File: src/rtl/fifo_defs.sv
// rtl/fifo_defs.sv - shared width and threshold defaults for the mux/fifo/demux data path
package fifo_defs;

    localparam int FIFO_DATA_WIDTH = 8;
    localparam int FIFO_DEPTH      = 4;
    localparam int FIFO_ADDR_WIDTH = 2;
    localparam int FIFO_AF_THRESH  = 3;
    localparam int FIFO_AE_THRESH  = 1;

endpackage

File: src/rtl/fifo_mem.sv
// rtl/fifo_mem.sv - DEPTH x DATA_WIDTH register array, one write port and one registered read port
module fifo_mem
    import fifo_defs::*;
#(
    parameter int DATA_WIDTH = FIFO_DATA_WIDTH,
    parameter int DEPTH      = FIFO_DEPTH,
    parameter int ADDR_WIDTH = FIFO_ADDR_WIDTH
) (
    input  logic                  clk,
    input  logic                  rst,
    input  logic                  wr_en,
    input  logic [ADDR_WIDTH-1:0] wr_addr,
    input  logic [DATA_WIDTH-1:0] wr_data,
    input  logic                  rd_en,
    input  logic [ADDR_WIDTH-1:0] rd_addr,
    output logic [DATA_WIDTH-1:0] rd_data
);

    logic [DATA_WIDTH-1:0] mem [DEPTH];

    // Array is deliberately left unreset; only written slots are ever read.
    always_ff @(posedge clk) begin
        if (wr_en) begin
            mem[wr_addr] <= wr_data;
        end
    end

    // A same-edge write to rd_addr is not visible here, so a full push+pop returns the old word.
    always_ff @(posedge clk or posedge rst) begin
        if (rst) begin
            rd_data <= '0;
        end else if (rd_en) begin
            rd_data <= mem[rd_addr];
        end
    end

endmodule

File: src/rtl/fifo_buffer.sv
// rtl/fifo_buffer.sv - synchronous FIFO buffering the mux output stream for the downstream consumer
module fifo_buffer
    import fifo_defs::*;
#(
    parameter int DATA_WIDTH = FIFO_DATA_WIDTH,
    parameter int DEPTH      = FIFO_DEPTH,
    parameter int ADDR_WIDTH = FIFO_ADDR_WIDTH,
    parameter int AF_THRESH  = FIFO_AF_THRESH,
    parameter int AE_THRESH  = FIFO_AE_THRESH
) (
    input  logic                  clk,
    input  logic                  reset_L,
    input  logic                  push,
    input  logic [DATA_WIDTH-1:0] data_in,
    input  logic                  pop,
    output logic [DATA_WIDTH-1:0] data_out,
    output logic                  valid_out,
    output logic                  full,
    output logic                  empty,
    output logic                  almost_full,
    output logic                  almost_empty,
    output logic [ADDR_WIDTH:0]   fifo_count,
    output logic                  overflow,
    output logic                  underflow
);

    localparam logic [ADDR_WIDTH:0] FULL_CNT = DEPTH[ADDR_WIDTH:0];
    localparam logic [ADDR_WIDTH:0] AF_CNT   = AF_THRESH[ADDR_WIDTH:0];
    localparam logic [ADDR_WIDTH:0] AE_CNT   = AE_THRESH[ADDR_WIDTH:0];

    logic [ADDR_WIDTH-1:0] wr_ptr;
    logic [ADDR_WIDTH-1:0] rd_ptr;
    logic [ADDR_WIDTH:0]   count;
    logic                  pop_ok;
    logic                  push_ok;

    assign empty        = (count == '0);
    assign full         = (count == FULL_CNT);
    assign almost_full  = (count >= AF_CNT);
    assign almost_empty = (count <= AE_CNT);
    assign fifo_count   = count;

    // A pop frees a slot in the same cycle, so push is allowed at full only alongside a pop.
    assign pop_ok  = pop && !empty;
    assign push_ok = push && (!full || pop_ok);

    fifo_mem #(
        .DATA_WIDTH (DATA_WIDTH),
        .DEPTH      (DEPTH),
        .ADDR_WIDTH (ADDR_WIDTH)
    ) u_mem (
        .clk     (clk),
        .rst     (reset_L),
        .wr_en   (push_ok),
        .wr_addr (wr_ptr),
        .wr_data (data_in),
        .rd_en   (pop_ok),
        .rd_addr (rd_ptr),
        .rd_data (data_out)
    );

    always_ff @(posedge clk or posedge reset_L) begin
        if (reset_L) begin
            wr_ptr    <= '0;
            rd_ptr    <= '0;
            count     <= '0;
            valid_out <= 1'b0;
            overflow  <= 1'b0;
            underflow <= 1'b0;
        end else begin
            valid_out <= pop_ok;
            if (push_ok) begin
                wr_ptr <= wr_ptr + 1'b1;
            end
            if (pop_ok) begin
                rd_ptr <= rd_ptr + 1'b1;
            end
            if (push_ok && !pop_ok) begin
                count <= count + 1'b1;
            end else if (pop_ok && !push_ok) begin
                count <= count - 1'b1;
            end
            if (push && !push_ok) begin
                overflow <= 1'b1;
            end
            if (pop && !pop_ok) begin
                underflow <= 1'b1;
            end
        end
    end

endmodule

File: config.mk
export PLATFORM = sky130hd
export DESIGN_NAME = fifo_buffer
export DESIGN_NICKNAME = d
export VERILOG_FILES = /design/src/rtl/fifo_defs.sv /design/src/rtl/fifo_mem.sv /design/src/rtl/fifo_buffer.sv
export SDC_FILE = /design/constraint.sdc
export NUM_CORES = 1
export LEC_CHECK = 0
export CORE_ASPECT_RATIO = 1.25
export CORE_UTILIZATION = 29
export DETAILED_ROUTE_END_ITERATION = 8
export PLACE_DENSITY = 0.6
export SYNTH_ARGS = -nofsm -noshare
export SYNTH_HDL_FRONTEND = slang
export SYNTH_SLANG_ARGS = --single-unit
File: constraint.sdc
create_clock -name clk -period 2.5 [get_ports clk]
set_clock_uncertainty 0.1 [all_clocks]
set_input_delay 0.5 -clock clk [delete_from_list [all_inputs] [get_ports clk]]
set_output_delay 0.5 -clock clk [all_outputs]
set_load 0.05 [all_outputs]
Word-level counts from Yosys, hierarchy flattened
Memory sizes are Yosys's and may differ from the RTL's. A register that Yosys moved wholly into a read port is not among the register bits. Index checks and enable logic that the tools add are counted.

Magnitude comparators: 2. Reduce and logical (&&, ||, !) cells: 13. Muxes and demuxes: 4. Add/sub/neg operators: 4. Eq/ne operators: 1.

Operator list (number): logical AND 1 bit (6); 2-to-1 mux 3 bit (2); adder 2 x 1 -> 2 bit (second input constant) (2); zero test 1 bit (4); adder 3 x 1 -> 3 bit (second input constant) (1); equality test 3 bit (second input constant) (1); >= comparator 3 x 2 -> 1 bit (second input constant) (1); <= comparator 3 x 1 -> 1 bit (second input constant) (1); zero test 3 bit (1); subtractor 3 x 1 -> 3 bit (second input constant) (1); 2-to-1 mux 1 bit (2); nonzero test 2 bit (1); logical OR 1 bit (1).

Flip-flop bits (word level): 10. Bits in writable memories: 32. Output and inout bits: 18. Memories kept: 1. Word-level logic and storage cells: 31. Bits of input ports: 12.

Memories: u_mem.mem (words 4, bits a word 8, rd ports 1, clocked after memory_dff 1, wr ports 1, RTL line fifo_mem.sv:19) `logic [DATA_WIDTH-1:0] mem [DEPTH];`.

Logic depth before layout (Yosys ltp)
Gate-level depths: netlist (run 1).

Word-level depth: 9. Gate-level depth with buffers: 9. Depth with buffers taken out: 8.

Cells and area by module
Synthesis (run 1) repeated with hierarchy kept, for this count alone.

Cells, all modules: 132. Area, all modules: 2037.0 µm².

Modules (own cells, without submodules): fifo_mem (cells an instance 83, area each 1520.2 µm², times used 1, seq. area each 1161.1 µm²); fifo_buffer (cells an instance 49, area each 516.7 µm², times used 1, seq. area each 250.2 µm²).

Worst setup path after synthesis (run 1)
No wires, ideal clock.

Kind: reg2out. Start point: reg count[0], in the netlist fifo_count[0]. End point: out almost_full. Stages on the path, launching flop included: 3. Buffers on the path: 0. Setup slack: -0.068 ns. Required time: 1.900 ns. Arrival time: 1.968 ns. Cells stage by stage: dfrtp_1 -> inv_1 -> o21ai_0.

Cells in the longest elaborated chain, start to end: 1.

RTL lines: start: declaration (RTL line fifo_buffer.sv:33) `logic [ADDR_WIDTH:0] count;`; start signal: assignment (RTL line fifo_buffer.sv:79) `count <= count + 1'b1;`; start signal: assignment (RTL line fifo_buffer.sv:81) `count <= count - 1'b1;`; >= comparator 3 x 2 -> 1 bit (RTL line fifo_buffer.sv:39) `assign almost_full = (count >= AF_CNT);`; end: declaration (RTL line fifo_buffer.sv:20) `output logic almost_full,`.

Every way passes these cells.

Worst setup path in the final report (run 1)
Same ends and word-level chain as after synthesis.

==> impl_metrics.csv, run 1 <==
group,metric,value,unit
yosys,postSynthCellCount,118,
placement,dpl.hpwl,2.53,mm
drt,viasPerCell,4.41,
clocking,cts_buffers,5,
yosys,avgSynthCellArea,17.3,sq um
clocking,hold_buffers,0,
setup_path,path_cells,"ha_1 -> ha_1 -> nor2_1 -> o21ai_1 -> dlygate4sd2_1",
setup_path,slowest_stage,"dfrtp_1",
clocking,clk_pin_slew,0.09,ns
setup_path,cp.arrival,1.70,ns
timing,rsz0062_at_grt,"false",
yosys,synth_mux_area_share,13.8,%
yosys,synth_cell_type_count,23,
setup_path,max_stage_delay,0.44,ns
floorplanning,num_io_pins,30,
setup_path,cp_max_fo,5,
timing,post-route-period-util,92.2,%
worst_hold_path,holdPathStages,1,
yosys,synth_top_family_by_area,"multiplexers",
final_layout,drive_gt1_share,19.0,%
setup_path,start_kind,"flop",
global_route,grt_pass1_wl,5.67,mm
clocking,cts_tree,"built",
setup_path,path_delay_family,"flip-flops",
floorplanning,die_y,95.8,um
yosys,synth-seq-cells,50,
setup_path,reg2regPathDepth,5,
yosys,synth_area_leader_cell,"edfxtp_1",
setup_path,path_depth,5,
timing,finalMaxSlewViolations,0,
drt,drt-total-wl,3.53,mm
timing,holdWs,0.386,ns
power,vdd_ir_drop_max,0.543,mV
floorplanning,initial_core_util,30.5,%
clocking,post_cts_buffers,0,
timing,hold_viol,0,
global_route,grt_pass1_vias,1147,
final_layout,area_growth,24.2,%
drt,drc,0,
timing,finalSetupTns,0,ns
floorplanning,core,6690,sq um
floorplanning,die_w,77.0,um
final_layout,nNetsFinal,174,
power,power.leakage,0.000963,uW
setup_path,endpoint_kind,"primary output",
job,cap_viol_max_count,0,
drt,firstDrtPassIters,4,
global_route,antenna_found_initial,0,
clocking,htreeDepth,2,
clocking,cts.path.max_buffers,2,
drt,wire_per_inst,14.7,um
global_route,grtUsageTotal,10.5,%
drt,drt_iter0_markers,74,
worst_hold_path,holdCritPathClass,"flop to flop",
yosys,synth_seq_area_share,69.2,%
yosys,synth_xor_xnor_area_share,2.15,%
clocking,cts_sinks,50,
final_layout,diodes,0,
yosys,synthTopCellsByArea,"edfxtp_1, dfrtp_1, mux4_2",
yosys,synth_fa_ha_area_share,6.13,%
floorplanning,rows,33,
yosys,synth_fp_nets,140,
status,status,"complete, no violations",
timing,fmax,434,MHz
clocking,clk_latency,0.30,ns
timing,slew_headroom,51.6,%
yosys,synth_top_area_share,47.1,%
yosys,synth-simple-area-share,3.56,%
yosys,synth_compound_area_share,2.58,%
clocking,post_cts_resized,1,
final_layout,fill_cells,636,
drt,vias,1059,
clocking,cts-root-buf,"clkbuf_8",
yosys,yosys_warnings,0,
global_route,grt_max_degree,19,
setup_path,path_buf_inv,1,
drt,antenna_left,0,
placement,io_buffer_count,29,
global_route,grt.overflow.total,0,
timing,finalSetupViolations,0,
setup_path,path_class,"flop to primary output",
setup_path,cp.required,1.90,ns
yosys,syn_area,2040,sq um
timing,layout_min_cycle_time,2.30,ns
floorplanning,dieArea,7380,sq um
placement,gp_congestion,0.716,
setup_path,crit_top_cell,"ha_1",
power,p_per_area,1330,nW/um^2
timing,tightest_slew,0.725,ns
cell type report:
class / count / area (sq um) / share of cell area, %
sequential: 50 / 1410 / 55.7
timing repair buffer: 30 / 289 / 11.4
clock buffer: 5 / 68.8 / 2.71
multi-input combinational: 56 / 576 / 22.7
tap: 87 / 109 / 4.29
inverter: 9 / 33.8 / 1.33
clock inverter: 3 / 47.5 / 1.88
worst paths after layout:
path / endpoint / slack [ns] / start
max in group asynchronous: u_mem.rd_data[1] / 1.33 / reset_L
min in group asynchronous: u_mem.rd_data[0] / 0.50 / reset_L
max: almost_full / 0.20 / fifo_count[0]
max reg2reg: u_mem.mem[2][1] / 0.43 / fifo_count[0]
min reg2reg: overflow / 0.39 / overflow
min: overflow / 0.39 / overflow
cells in the final DEF, fill, tap and decap left out:
master / count
mux2_2: 8
a21o_1: 2
clkdlybuf4s50_1: 25
a21oi_1: 2
nand2b_1: 1
nor2b_1: 1
inv_2: 1
buf_4: 4
mux4_2: 8
nand2_1: 3
o21ai_1: 1
clkbuf_8: 5
nand3_1: 1
nor2_1: 5
and2_1: 4
mux2_1: 1
inv_6: 1
xnor2_1: 4
dfrtp_1: 18
bufinv_16: 1
inv_1: 8
clkinv_4: 1
o21a_1: 1
edfxtp_1: 32
ha_1: 10
dlygate4sd2_1: 1
xor2_1: 1
o21ai_0: 3
through the flow:
step | util, % | instance area, sq um | setup slack (ns) | instances | total power (uW)
final | 37.9 | 2530 | 0.196 | 240 | 3360
after global routing | 37.9 | 2530 | 0.0686 | 240 | 3540
after CTS | 37.9 | 2530 | 0.174 | 240 | 3410
after detailed placement | 36.2 | 2420 | 0.206 | 232 | 2840
after global placement | 36.2 | 2420 | 0.273 | 232 | 2790
after floorplan | - | 2040 | 0.262 | 118 | 2380
cells in the mapped netlist:
cell type  number
buf_6           1
o21ai_0         4
nand2_1         3
a21oi_1         2
a21o_1          2
inv_2           1
clkbuf_1        1
and2_1          4
o21a_1          1
nand3_1         1
buf_2           1
edfxtp_1       32
nand2b_1        1
ha_1           10
inv_1           8
dfrtp_1        18
mux2_2          8
nor2_1          5
xor2_1          1
nor2b_1         1
mux4_2          8
xnor2_1         4
mux2_1          1
cells by family after synthesis:
| logic type | count (synthesis) |
|---|---|
| xor+xnor | 5 |
| simple gates | 15 |
| buf+inv | 12 |
| mux | 17 |
| fa+ha+maj | 10 |
| compound gates | 9 |
| flops | 50 |
sequential cells by signal (all words and copies together) (netlist names):
name,count
fifo_count,3
overflow,1
wr_ptr,2
u_mem.rd_data,8
rd_ptr,2
valid_out,1
u_mem.mem,32
underflow,1
power breakdown:
part,internal [uW],switching (uW),leakage [uW],total (uW)
registers,1130,187,0.000501,1320
logic,588,877,0.000404,1460
clock network,303,273,0.0000587,576
total,2020,1340,0.000963,3360
worst register-to-register path, delay by kind of cell (launching register included):
kind	cells	cell delay, ns
AOI/OAI and AO/OA	1	0.26
adders and majority gates	1	0.22
and+or+nand+nor	2	0.59
buffers and inverters	1	0.11
DFF	1	0.44
routing by layer:
metal	vias up	share of wire, %	global-route usage [%]
met5	-	0	0
met1	529	38	11.1
met3	8	4.1	2.37
met4	0	2.3	5.97
met2	30	55	19.4
li1	492	-	-
Note: power is estimated with default switching activity, not from simulation.
==> run 2: changes to the inputs <==
Settings changed: SLEW_MARGIN from default to 20.
==> results of run 2 <==
Same layout as run 1: the final DEF is identical, and so are final timing and power.
==> run 3: changes to the inputs <==
Settings changed: PLACE_DENSITY 0.6 to default.
==> results of run 3 <==
Same layout as run 1: the final DEF is identical, and so are final timing and power.
